[src/rtl/numa_rx_parser_if.sv]
// Bus bundle between the RX parser, the RX PHY FIFO and the master write queue.
//   phy_dout  [8]=frame-valid flag (0 = inter-frame gap), [7:0]=byte; valid the
//             cycle after a pop taken while phy_empty was low
//   phy_empty RX PHY FIFO empty
//   phy_rd_en RX PHY FIFO pop
//   mst_din   write-queue word: [17:16]=tag, [15:0]=payload
//   mst_full  write queue full
//   mst_wr_en write-queue push
// The parser takes the master modport; the FIFO/queue side takes the slave modport.
interface numa_rx_parser_if;
    logic [8:0]  phy_dout;
    logic        phy_empty;
    logic        phy_rd_en;
    logic [17:0] mst_din;
    logic        mst_full;
    logic        mst_wr_en;

    modport master (
        input  phy_dout,
        input  phy_empty,
        input  mst_full,
        output phy_rd_en,
        output mst_din,
        output mst_wr_en
    );

    modport slave (
        output phy_dout,
        output phy_empty,
        output mst_full,
        input  phy_rd_en,
        input  mst_din,
        input  mst_wr_en
    );
endinterface

[src/rtl/numa_rx_parser.sv]
// Remote-memory write frame parser. Pops bytes from the RX PHY FIFO, filters
// Ethernet/IPv4/UDP headers for the local MAC/IP and the configured UDP port,
// then pushes {tag, payload} words into the master write queue:
// two address words (offset high/low), length/2 data words (last tagged 01),
// or an abort word if the frame is cut short inside the payload.
//   pcie_clk   sole clock, rising edge
//   sys_rst_n  synchronous active-low reset
//   bus        PHY FIFO / write-queue bundle (master modport)
//   if_macaddr local MAC address
//   if_v4addr  local IPv4 address
//   pkt_cnt    accepted frames (wraps)
//   drop_cnt   filtered or aborted frames (wraps)
module numa_rx_parser #(
    parameter logic [15:0] UdpPort = 16'd3422,
    parameter logic [10:0] MaxLen  = 11'd1024
) (
    input  logic                    pcie_clk,
    input  logic                    sys_rst_n,
    numa_rx_parser_if.master        bus,
    input  logic [47:0]             if_macaddr,
    input  logic [31:0]             if_v4addr,
    output logic [15:0]             pkt_cnt,
    output logic [15:0]             drop_cnt
);

    typedef enum logic [2:0] {
        StSync, StIdle, StHdr, StParam, StAddr, StData, StDrop
    } state_e;

    state_e      state_q, state_d;
    logic [10:0] cnt_q, cnt_d;
    logic [31:0] off_q, off_d;
    logic [15:0] len_q, len_d;
    logic [14:0] wleft_q, wleft_d;
    logic [7:0]  hi_q, hi_d;
    logic        odd_q, odd_d;
    logic        idx_q, idx_d;
    logic        mac_ok_q, mac_ok_d;
    logic        bc_ok_q, bc_ok_d;
    logic [8:0]  hold_q, hold_d;
    logic        hold_vld_q, hold_vld_d;
    logic        rd_vld_q;
    logic        run_q;
    logic [17:0] din_q, din_d;
    logic        pend_q, pend_d;
    logic [15:0] pkt_q, drop_q;

    logic        wr_en, can_load, load, pkt_inc, drop_inc, bad;
    logic        byte_vld, fv, mac_ok_n, bc_ok_n;
    logic [8:0]  byte_w;
    logic [7:0]  b, mac_b, ip_b;
    logic [17:0] load_word;
    logic [15:0] len_new;
    logic [10:0] cnt_inc;
    logic [47:0] mac_sh;
    logic [31:0] ip_sh;
    logic [1:0]  ip_idx;

    // A word sits in din_q while pend_q is set; it leaves on any non-full cycle.
    assign wr_en    = pend_q & ~bus.mst_full;
    assign can_load = ~pend_q | wr_en;

    // run_q and the live reset keep the FIFO untouched during and right after reset.
    assign bus.phy_rd_en = run_q & sys_rst_n & ~bus.phy_empty & ~bus.mst_full & ~wr_en &
                           (state_q != StAddr);
    assign bus.mst_wr_en = wr_en;
    assign bus.mst_din   = din_q;
    assign pkt_cnt       = pkt_q;
    assign drop_cnt      = drop_q;

    // A byte that could not be consumed (in ADDR, or a stalled push in DATA) is
    // parked in hold_q; while it is parked no pop is issued, so no byte is lost.
    assign byte_vld = hold_vld_q | rd_vld_q;
    assign byte_w   = hold_vld_q ? hold_q : bus.phy_dout;
    assign fv       = byte_w[8];
    assign b        = byte_w[7:0];

    assign cnt_inc  = (cnt_q == 11'h7ff) ? cnt_q : cnt_q + 11'd1;
    assign mac_sh   = if_macaddr << {cnt_q[2:0], 3'b000};
    assign mac_b    = mac_sh[47:40];
    assign ip_idx   = cnt_q[1:0] - 2'd2;  // bytes 30..33 -> 0..3
    assign ip_sh    = if_v4addr << {ip_idx, 3'b000};
    assign ip_b     = ip_sh[31:24];
    assign mac_ok_n = mac_ok_q & (b == mac_b);
    assign bc_ok_n  = bc_ok_q & (b == 8'hff);
    assign len_new  = {len_q[7:0], b};

    always_comb begin
        state_d    = state_q;
        cnt_d      = cnt_q;
        off_d      = off_q;
        len_d      = len_q;
        wleft_d    = wleft_q;
        hi_d       = hi_q;
        odd_d      = odd_q;
        idx_d      = idx_q;
        mac_ok_d   = mac_ok_q;
        bc_ok_d    = bc_ok_q;
        hold_d     = hold_q;
        hold_vld_d = 1'b0;
        load       = 1'b0;
        load_word  = 18'h0;
        pkt_inc    = 1'b0;
        drop_inc   = 1'b0;
        bad        = 1'b0;

        unique case (state_q)
            StSync: begin
                if (byte_vld && !fv) state_d = StIdle;
            end
            StIdle: begin
                if (byte_vld && fv) begin
                    cnt_d    = 11'd1;
                    mac_ok_d = (b == if_macaddr[47:40]);
                    bc_ok_d  = (b == 8'hff);
                    state_d  = StHdr;
                end
            end
            StHdr: begin
                if (byte_vld) begin
                    if (!fv) begin
                        state_d  = StIdle;
                        drop_inc = 1'b1;
                    end else begin
                        cnt_d = cnt_inc;
                        if (cnt_q <= 11'd5) begin
                            mac_ok_d = mac_ok_n;
                            bc_ok_d  = bc_ok_n;
                        end
                        case (cnt_q)
                            11'd5:  bad = !(mac_ok_n || bc_ok_n);
                            11'd12: bad = (b != 8'h08);
                            11'd13: bad = (b != 8'h00);
                            11'd14: bad = (b != 8'h45);
                            11'd23: bad = (b != 8'h11);
                            11'd30, 11'd31, 11'd32, 11'd33: bad = (b != ip_b);
                            11'd36: bad = (b != UdpPort[15:8]);
                            11'd37: bad = (b != UdpPort[7:0]);
                            default: bad = 1'b0;
                        endcase
                        if (bad) begin
                            state_d  = StDrop;
                            drop_inc = 1'b1;
                        end else if (cnt_q == 11'd41) begin
                            state_d = StParam;
                        end
                    end
                end
            end
            StParam: begin
                if (byte_vld) begin
                    if (!fv) begin
                        state_d  = StIdle;
                        drop_inc = 1'b1;
                    end else begin
                        cnt_d = cnt_inc;
                        if (cnt_q <= 11'd45) off_d = {off_q[23:0], b};
                        else                 len_d = len_new;
                        if (cnt_q == 11'd47) begin
                            if (len_new == 16'd0 || len_new[0] || len_new > {5'd0, MaxLen}) begin
                                state_d  = StDrop;
                                drop_inc = 1'b1;
                            end else begin
                                state_d = StAddr;
                                idx_d   = 1'b0;
                            end
                        end
                    end
                end
            end
            StAddr: begin
                // Only the byte popped alongside byte 47 can land here.
                hold_d     = byte_w;
                hold_vld_d = byte_vld;
                if (can_load) begin
                    load = 1'b1;
                    if (!idx_q) begin
                        load_word = {2'b10, off_q[31:16]};
                        idx_d     = 1'b1;
                    end else begin
                        load_word = {2'b10, off_q[15:0]};
                        wleft_d   = len_q[15:1];
                        odd_d     = 1'b0;
                        state_d   = StData;
                    end
                end
            end
            StData: begin
                if (byte_vld) begin
                    if (!fv) begin
                        if (can_load) begin
                            load      = 1'b1;
                            load_word = {2'b11, 16'h0000};
                            drop_inc  = 1'b1;
                            state_d   = StIdle;
                        end else begin
                            hold_d     = byte_w;
                            hold_vld_d = 1'b1;
                        end
                    end else if (!odd_q) begin
                        cnt_d = cnt_inc;
                        hi_d  = b;
                        odd_d = 1'b1;
                    end else if (can_load) begin
                        cnt_d     = cnt_inc;
                        load      = 1'b1;
                        load_word = {(wleft_q == 15'd1) ? 2'b01 : 2'b00, hi_q, b};
                        odd_d     = 1'b0;
                        wleft_d   = wleft_q - 15'd1;
                        if (wleft_q == 15'd1) begin
                            pkt_inc = 1'b1;
                            state_d = StDrop;
                        end
                    end else begin
                        hold_d     = byte_w;
                        hold_vld_d = 1'b1;
                    end
                end
            end
            StDrop: begin
                if (byte_vld) begin
                    if (!fv) state_d = StIdle;
                    else     cnt_d   = cnt_inc;
                end
            end
            default: state_d = StSync;
        endcase

        din_d  = load ? load_word : din_q;
        pend_d = load | (pend_q & ~wr_en);
    end

    always_ff @(posedge pcie_clk) begin
        if (!sys_rst_n) begin
            state_q    <= StSync;
            cnt_q      <= 11'd0;
            off_q      <= 32'd0;
            len_q      <= 16'd0;
            wleft_q    <= 15'd0;
            hi_q       <= 8'd0;
            odd_q      <= 1'b0;
            idx_q      <= 1'b0;
            mac_ok_q   <= 1'b0;
            bc_ok_q    <= 1'b0;
            hold_q     <= 9'd0;
            hold_vld_q <= 1'b0;
            rd_vld_q   <= 1'b0;
            run_q      <= 1'b0;
            din_q      <= 18'h0;
            pend_q     <= 1'b0;
            pkt_q      <= 16'd0;
            drop_q     <= 16'd0;
        end else begin
            state_q    <= state_d;
            cnt_q      <= cnt_d;
            off_q      <= off_d;
            len_q      <= len_d;
            wleft_q    <= wleft_d;
            hi_q       <= hi_d;
            odd_q      <= odd_d;
            idx_q      <= idx_d;
            mac_ok_q   <= mac_ok_d;
            bc_ok_q    <= bc_ok_d;
            hold_q     <= hold_d;
            hold_vld_q <= hold_vld_d;
            rd_vld_q   <= bus.phy_rd_en;
            run_q      <= 1'b1;
            din_q      <= din_d;
            pend_q     <= pend_d;
            pkt_q      <= pkt_q + {15'd0, pkt_inc};
            drop_q     <= drop_q + {15'd0, drop_inc};
        end
    end

endmodule
[src/flat_wrapper.sv]
// flat-port wrapper written by rule: the top's interface ports become plain ports
module numa_rx_parser_flat 
#(
    parameter logic [15:0] UdpPort = 16'd3422,
    parameter logic [10:0] MaxLen  = 11'd1024
)
  (pcie_clk, sys_rst_n, if_macaddr, if_v4addr, pkt_cnt, drop_cnt, bus_phy_dout, bus_phy_empty, bus_mst_full, bus_phy_rd_en, bus_mst_din, bus_mst_wr_en);
  numa_rx_parser_if bus_i ();
  input  logic pcie_clk;
  input  logic sys_rst_n;
  input  logic [47:0] if_macaddr;
  input  logic [31:0] if_v4addr;
  output logic [15:0] pkt_cnt;
  output logic [15:0] drop_cnt;
  input wire logic [$bits(bus_i.phy_dout)-1:0] bus_phy_dout;
  input wire logic [$bits(bus_i.phy_empty)-1:0] bus_phy_empty;
  input wire logic [$bits(bus_i.mst_full)-1:0] bus_mst_full;
  output wire logic [$bits(bus_i.phy_rd_en)-1:0] bus_phy_rd_en;
  output wire logic [$bits(bus_i.mst_din)-1:0] bus_mst_din;
  output wire logic [$bits(bus_i.mst_wr_en)-1:0] bus_mst_wr_en;
  assign bus_i.phy_dout = bus_phy_dout;
  assign bus_i.phy_empty = bus_phy_empty;
  assign bus_i.mst_full = bus_mst_full;
  assign bus_phy_rd_en = bus_i.phy_rd_en;
  assign bus_mst_din = bus_i.mst_din;
  assign bus_mst_wr_en = bus_i.mst_wr_en;
  numa_rx_parser #(.UdpPort(UdpPort), .MaxLen(MaxLen)) u_core (.pcie_clk(pcie_clk), .sys_rst_n(sys_rst_n), .bus(bus_i), .if_macaddr(if_macaddr), .if_v4addr(if_v4addr), .pkt_cnt(pkt_cnt), .drop_cnt(drop_cnt));
endmodule
[config.mk]
export PLATFORM = sky130hd
export DESIGN_NAME = numa_rx_parser_flat
export DESIGN_NICKNAME = d
export VERILOG_FILES = /design/src/rtl/numa_rx_parser_if.sv /design/src/rtl/numa_rx_parser.sv /design/src/flat_wrapper.sv
export SDC_FILE = /design/constraint.sdc
export NUM_CORES = 1
export LEC_CHECK = 0
export ABC_CLOCK_PERIOD_IN_PS = 4250
export CAP_MARGIN = 10
export CORE_ASPECT_RATIO = 1.1
export CORE_MARGIN = 2
export CORE_UTILIZATION = 45
export CTS_CLUSTER_SIZE = 12
export DETAILED_ROUTE_END_ITERATION = 10
export GPL_TIMING_DRIVEN = 0
export PLACE_DENSITY = 0.78
export SYNTH_ARGS = -nofsm -noshare
export SYNTH_HDL_FRONTEND = slang
export SYNTH_SLANG_ARGS = --single-unit
[constraint.sdc]
create_clock -name pcie_clk -period 4.25 [get_ports pcie_clk]
set_input_delay 0.6375 -clock pcie_clk [delete_from_list [all_inputs] [get_ports pcie_clk]]
set_output_delay 0.6375 -clock pcie_clk [all_outputs]
set_load 0.01 [all_outputs]
==> Word level (Yosys, flattened, before mapping) <==
Index checks and enable logic that the tools add are counted.
{ "word_totals": {"in_bits": 93, "reg_bits": 152, "out_inout_bits": 52} }
{ "classes": {"n_mux": 106, "bitwise": 18, "n_addsub": 5, "shifts": 2, "n_eq_ne": 58, "n_lt_le_gt_ge": 3, "n_reduce_logical": 26} }
{ "ops": {"columns": ["op", "n"], "rows": [
  ["2-to-1 mux 18 bit", 6],
  ["2-to-1 mux 15 bit", 6],
  ["2-to-1 mux 11 bit", 8],
  ["== test 11 x 6 -> 1 bit, second input constant", 6],
  ["2-to-1 mux 3 bit", 19],
  ["2-to-1 mux 9 bit", 6],
  ["left shift 48 x 6 -> 48 bit", 1],
  ["2-to-1 mux 1 bit", 46],
  ["case mux 18 bit (2 select lines)", 1],
  ["inequality test 2 x 1 -> 1 bit, second input constant", 17],
  ["== test 11 x 4 -> 1 bit, second input constant", 3],
  ["== test 11 x 5 -> 1 bit, second input constant", 3],
  ["case mux 11 bit (3 select lines)", 1],
  ["adder 16 x 1 -> 16 bit", 2],
  ["left shift 32 x 5 -> 32 bit", 1],
  ["case mux 15 bit (2 select lines)", 1],
  ["case mux 3 bit (7 select lines)", 1],
  ["inequality test 3 bit, second input constant", 6],
  ["case mux 9 bit (2 select lines)", 1],
  ["== test 8 bit", 2],
  ["greater-than comparator 16 x 11 -> 1 bit, second input constant", 1],
  ["logical NOT 16 bit", 1],
  ["2-to-1 mux 16 bit", 1],
  ["inequality test 8 x 4 -> 1 bit, second input constant", 2],
  ["other kinds (40)", 76]
]} }

==> Logic depth before layout (Yosys ltp) <==
{ "depth": {"ltp_word": 14, "ltp_mapped": 18, "ltp_nobuf": 16} }

==> Worst setup path before layout <==
No wires, ideal clock.
{ "synth_path": {"path_type": "register -> register", "from": "reg u_core.cnt_q[0]", "to": "reg u_core.drop_q[6], in the netlist u_core.drop_cnt[6]", "required_time_ps": 4122, "t_arrival_ps": 3373, "path_buffers": 2, "path_stages_with_launch": 19, "setup_slack_ps": 749, "cell_sequence": "dfxtp_1 > buf_6 > buf_2 > inv_2 > ha_1 > or2_2 > a32oi_1 > nor3_1 > nor4b_1 > nand4_1 > o31a_1 > o21ai_0 > a311oi_1 > ha_1 > ha_1 > and3_1 > nand3_1 > xor2_1 > nor2_1"} }
{ "synth_between": {"elab_chain_cells": 14, "word_cells_on_any_way": 33} }
{ "synth_lines": {"columns": ["item", "line_no", "source"], "rows": [
  ["start: declaration", "numa_rx_parser.sv:31", "logic [10:0] cnt_q, cnt_d;"],
  ["start signal: assignment", "numa_rx_parser.sv:255", "cnt_q <= cnt_d;"],
  ["left shift 48 x 6 -> 48 bit", "numa_rx_parser.sv:79", "assign mac_sh = if_macaddr << {cnt_q[2:0], 3'b000};"],
  ["== test 8 bit", "numa_rx_parser.sv:84", "assign mac_ok_n = mac_ok_q & (b == mac_b);"],
  ["AND 1 bit", "numa_rx_parser.sv:84", null],
  ["logical OR 1 bit", "numa_rx_parser.sv:131", "11'd5: bad = !(mac_ok_n || bc_ok_n);"],
  ["logical NOT 1 bit", "numa_rx_parser.sv:131", null],
  ["case mux 1 bit (8 select lines)", "numa_rx_parser.sv:130", "case (cnt_q)"],
  ["2-to-1 mux 1 bit", "numa_rx_parser.sv:121", "if (!fv) begin"],
  ["2-to-1 mux 1 bit", "numa_rx_parser.sv:120", "if (byte_vld) begin"],
  ["2-to-1 mux 1 bit", "numa_rx_parser.sv:107", "unique case (state_q)"],
  ["2-to-1 mux 1 bit", "numa_rx_parser.sv:141", "if (bad) begin"],
  ["2-to-1 mux 1 bit", "numa_rx_parser.sv:121", null],
  ["2-to-1 mux 1 bit", "numa_rx_parser.sv:120", null],
  ["case mux 1 bit (3 select lines) *", "numa_rx_parser.sv:107", null],
  ["adder 16 x 1 -> 16 bit *", "numa_rx_parser.sv:271", "drop_q <= drop_q + {15'd0, drop_inc};"],
  ["end signal: assignment", "numa_rx_parser.sv:271", null],
  ["end: declaration", "numa_rx_parser.sv:46", "logic [15:0] pkt_q, drop_q;"]
]} }
Mark *: on every way between the ends. The rest lies on a longest branch, timed or not. The select of a mux whose other input is x is not followed.
A chain may end at the register's enable or synchronous reset.

==> Final worst setup path <==
{ "layout_path": {"from": "reg u_core.hold_vld_q", "to": "reg u_core.drop_q[6], in the netlist u_core.drop_cnt[6]"} }
{ "layout_between": {"elab_chain_cells": 14, "word_cells_on_any_way": 34} }
{ "layout_lines": {"columns": ["item", "line_no", "source"], "rows": [
  ["start: declaration", "numa_rx_parser.sv:41", "logic hold_vld_q, hold_vld_d;"],
  ["start signal: assignment", "numa_rx_parser.sv:265", "hold_vld_q <= hold_vld_d;"],
  ["2-to-1 mux 9 bit", "numa_rx_parser.sv:74", "assign byte_w = hold_vld_q ? hold_q : bus.phy_dout;"],
  ["== test 8 bit (on tied branches)", "numa_rx_parser.sv:84, numa_rx_parser.sv:85", null],
  ["AND 1 bit (on tied branches)", "numa_rx_parser.sv:84, numa_rx_parser.sv:85", null],
  ["logical OR 1 bit", "numa_rx_parser.sv:131", null],
  ["logical NOT 1 bit", "numa_rx_parser.sv:131", null],
  ["case mux 1 bit (8 select lines)", "numa_rx_parser.sv:130", null],
  ["2-to-1 mux 1 bit", "numa_rx_parser.sv:121", null],
  ["2-to-1 mux 1 bit", "numa_rx_parser.sv:120", null],
  ["2-to-1 mux 1 bit", "numa_rx_parser.sv:107", null],
  ["2-to-1 mux 1 bit", "numa_rx_parser.sv:141", null],
  ["2-to-1 mux 1 bit", "numa_rx_parser.sv:121", null],
  ["2-to-1 mux 1 bit", "numa_rx_parser.sv:120", null],
  ["case mux 1 bit (3 select lines) *", "numa_rx_parser.sv:107", null],
  ["adder 16 x 1 -> 16 bit *", "numa_rx_parser.sv:271", null]
]} }
Marked as above.

==> run summary <==
The net total in the final layout came out at 1,230. The average instance in the mapped netlist occupies 8.55 sq um. Data on the critical path arrives at its endpoint at 4.30 ns. The share of the Yosys chip area taken by registers is 36.9%.

The number of primary I/O pins is 145. The worst setup path is launched from a flop. The logs give 7,687 for the via count of the first global-routing pass and 0 for the total setup buffers inserted after CTS. The critical path data required time was 4.55 ns. The first global-routing pass estimated 39,100 um of wire. The total wirelength of the detailed-routed design was 24,700 um. The total internal power was 2.64 mW. For the number of design rule violations left after detail routing, the log shows 0. The compound-gate portion of the synthesized area was 18.4%; the synthesis-to-finish area growth was 29.0%. The routed length per placed instance came out at 17.9 um. Buffers placed on the I/O ports in this run total 144.

The dominant synthesized flop cell is dfxtp_1. Clock-pin slew on the worst setup and hold paths: 0.06 ns. Combinational family with the most area after synthesis: simple AND/OR/NAND/NOR gates.

Summed over all nets, the switching power comes to 0.900 mW. Entering global routing, the biggest net connects 17 pins. Across the VDD grid, the largest voltage drop is 0.280 mV.

The run finished with clean final reports. The final max-slew violation count was 0; the horizontal extent of the die was 133 um. The transition time at the pin with the least slew margin is 0.888 ns.

Of the available clock period, the critical path in the final layout requires 94.1%. The worst setup path is of the reg2reg kind. The logs give 0 for the max-capacitance violation count and 4 for the H-tree depth.

The die height was 146 um; the combinational share of power was 15.1%. The fraction of registers with async set or reset after synthesis is 0%. In the layout the commonest cells are dfxtp_1 (152), clkdlybuf4s50_1 (144), nor2_1 (133).

The most critical setup path has its startpoint at u_core.hold_vld_q. The run gives 2 as the maximum number of buffers from clock root to sink. The highest attainable clock frequency was 250 MHz; the ratio of routed vias to standard cells was 5.87.

The count of nets left with antenna violations once routing finished came out at 0. The die covers 19,400 sq um. TritonCTS built the clock tree. In this run, synthesis inferred 0 flip-flops with an integrated enable.

Synthesis produced a netlist with a net count of 1,068. By area the synthesized netlist is led by dfxtp_1 (37%), nor2_1 (6.1%), nand2_1 (4.2%). Counting every instance in the synthesized netlist gives 965.

The path category of the worst min-delay check is reg2reg. The fraction of synthesized area in multiplexers was 11.9%. The routed layout has 8,083 vias. The share of post-route cells with drive strength above 1 was 11.1%. After filler insertion, the fill cell instance count of the layout stands at 1,556. The final-report hold violation count was 0. Initial antenna violation count: 0.

Clock skew on the completed layout was measured at 0.00800 ns. The source-to-sink clock delay at the later pin of the worst-skew pair is 0.43 ns, and the total core area is 17,900 sq um. The number of different library cells in the post-synthesis netlist came out at 75. For this design the ratio of total power to cell area is 333 nW/um^2. The residual overflow from global routing was 0. Registers are responsible for 40.8% of the overall power.

Summed over all nets, the half-perimeter wirelength after detailed placement is 18,600 um. Setup violations remaining at the end of the flow were counted as 0. The worst flop-to-flop path startpoint was u_core.hold_vld_q.

Clock share of power: 44.1%. STA classifies the critical path endpoint as a flop. The number of synthesized register bits works out to 152. The post-synthesis instance area was 8260 sq um; the routability congestion estimate from global placement was 0.947.

The number of core rows is 51. Of all nets on the critical path, the largest fanout is 10. The design draws 3.54 mW.

The final worst setup slack was 0.251 ns. The leading cell type in the layout, fill and taps excluded was dfxtp_1. Initial core utilization: 46.2%.

Summing the areas of all fa, ha and maj instances in the mapped netlist gives 1.64% of the synthesized area. The startpoint identified for the worst hold timing path is u_core.off_q[24]. For this run, the detailed router's first-pass iteration total came to 6. CTS saw 152 sinks.

The simple-gate share of the synthesized area works out to 21.2%. The number of clock buffers added by TritonCTS is 17. The repair_antennas step left the layout with diodes totalling 0. The biggest area consumer among synthesized cells was dfxtp_1. Root buffer cell: clkbuf_16. The xor/xnor cell area share of the yosys netlist was 4.99%; the top-area cell type share of the netlist area was 36.9%. The final critical path time including I/O delays and setup came out at 4.00 ns. Static leakage: 3.60 nW. Net switching is 25.4% of the power.

The placement-stage worst setup slack was -0.206 ns; the relative max-transition margin was 39.6%. Yosys printed 0 warnings. Global routing used 25.2% of the available tracks. The first routing iteration left 755 violations.
## Yosys cell counts (5+ instances only)
| master | count |
|---|---|
| ha_1 | 10 |
| mux4_1 | 6 |
| xnor2_1 | 26 |
| nand2_1 | 92 |
| mux2_2 | 28 |
| nor2_1 | 134 |
| a21oi_1 | 64 |
| inv_1 | 19 |
| o21a_1 | 5 |
| dfxtp_1 | 152 |
| a22oi_1 | 9 |
| a222oi_1 | 16 |
| clkbuf_1 | 36 |
| buf_4 | 6 |
| and2_1 | 9 |
| mux4_2 | 10 |
| nor3_1 | 17 |
| and3_1 | 9 |
| or3_1 | 6 |
| nand3_1 | 36 |
| o21ai_0 | 36 |
| buf_2 | 17 |
| xor2_1 | 21 |
| a31oi_1 | 10 |
| nor2b_1 | 11 |
| nand2b_1 | 10 |
| nor4_1 | 10 |
| mux2i_1 | 20 |
| o22ai_1 | 9 |
| a211oi_1 | 41 |
| nand4_1 | 16 |
## cell type report
class	count	area [sq um]	share of cell area [%]
clock buffers	18	439	4.13
multi-input cells	725	4840	45.5
clock inverters	14	173	1.62
plain buffers	65	329	3.09
repair buffers	144	1440	13.5
inverters	22	82.6	0.776
flip-flops and latches	152	3040	28.6
well taps	238	298	2.80
## critical path: stages (launching register included)
cell and delay (ns):
dfxtp_1 0.32, buf_6 0.19, buf_6 0.19, mux2i_2 0.77, o21ai_0 0.22, o31a_1 0.16, o211ai_1 0.10, o221ai_1 0.16
o31a_1 0.31, o21ai_0 0.26, a311oi_2 0.19, ha_2 0.26, ha_2 0.22, and3_1 0.21, nand3_1 0.09, xor2_1 0.15
nor2_1 0.05
## through the flow
step	cells	setup TNS, ns	hold slack [ns]	cell area, sq um	util [%]
2_1_floorplan	965	0	0.434	8260	-
3_3_place_gp	1347	-0.895	0.440	9990	55.9
3_5_place_dp	1347	-0.938	0.446	9990	55.9
4_1_cts	1379	0	0.456	10600	59.4
5_1_grt	1378	-0.0261	0.470	10600	59.6
6_report	1378	0	0.454	10600	59.6
## registers in the layout, summed over array words and instances, names as in the netlist, 3 cells and up
name / count
u_core.hi_q: 8
u_core.cnt_q: 11
u_core.hold_q: 9
u_core.off_q: 32
u_core.bus.mst_din: 18
u_core.wleft_q: 15
u_core.len_q: 16
u_core.drop_cnt: 16
u_core.pkt_cnt: 16
u_core.state_q: 3
## per-layer routing
metal / GRT usage (%) / wire length (um) / vias to the layer above
li1: - / - / 3848
met1: 28.7 / 9600 / 3765
met2: 45.2 / 12300 / 395
met3: 5.14 / 1770 / 75
met4: 11.6 / 996 / 0
met5: 0 / 0 / -
## worst paths after layout
path / to / slack, ns / depth (start not counted)
max: u_core.drop_cnt[6] / 0.25 / 16
min: u_core.off_q[24] / 0.45 / 2
max reg2reg: u_core.drop_cnt[6] / 0.25 / 16
min reg2reg: u_core.off_q[24] / 0.45 / 2
## power by group through the flow
stage	combinational (mW)	clock, mW	sequential [mW]
3_3_place_gp	0.527	0	1.47
5_1_grt	0.575	1.63	1.44
2_1_floorplan	0.351	0	1.47
6_report	0.537	1.56	1.44
3_5_place_dp	0.533	0	1.47
4_1_cts	0.537	1.57	1.44
## cells by family (layout without fill, tap and decap cells)
logic type	after synthesis	count (layout)
and+or+nand+nor	370	370
AOI/OAI and AO/OA	228	228
DFF	152	152
buffers and inverters	88	263
muxes	69	69
xor gates and xnor gates	47	47
adders and majority gates	11	11
## what timing repair did
| action | in CTS | in global routing |
|---|---|---|
| gates resized for setup | 2 | 7 |
| hold buffers | 0 | 0 |
| endpoints found under the setup margin | 2 | 11 |
| pin swaps | 0 | 2 |
No activity file was read; power rests on OpenSTA's default activity.
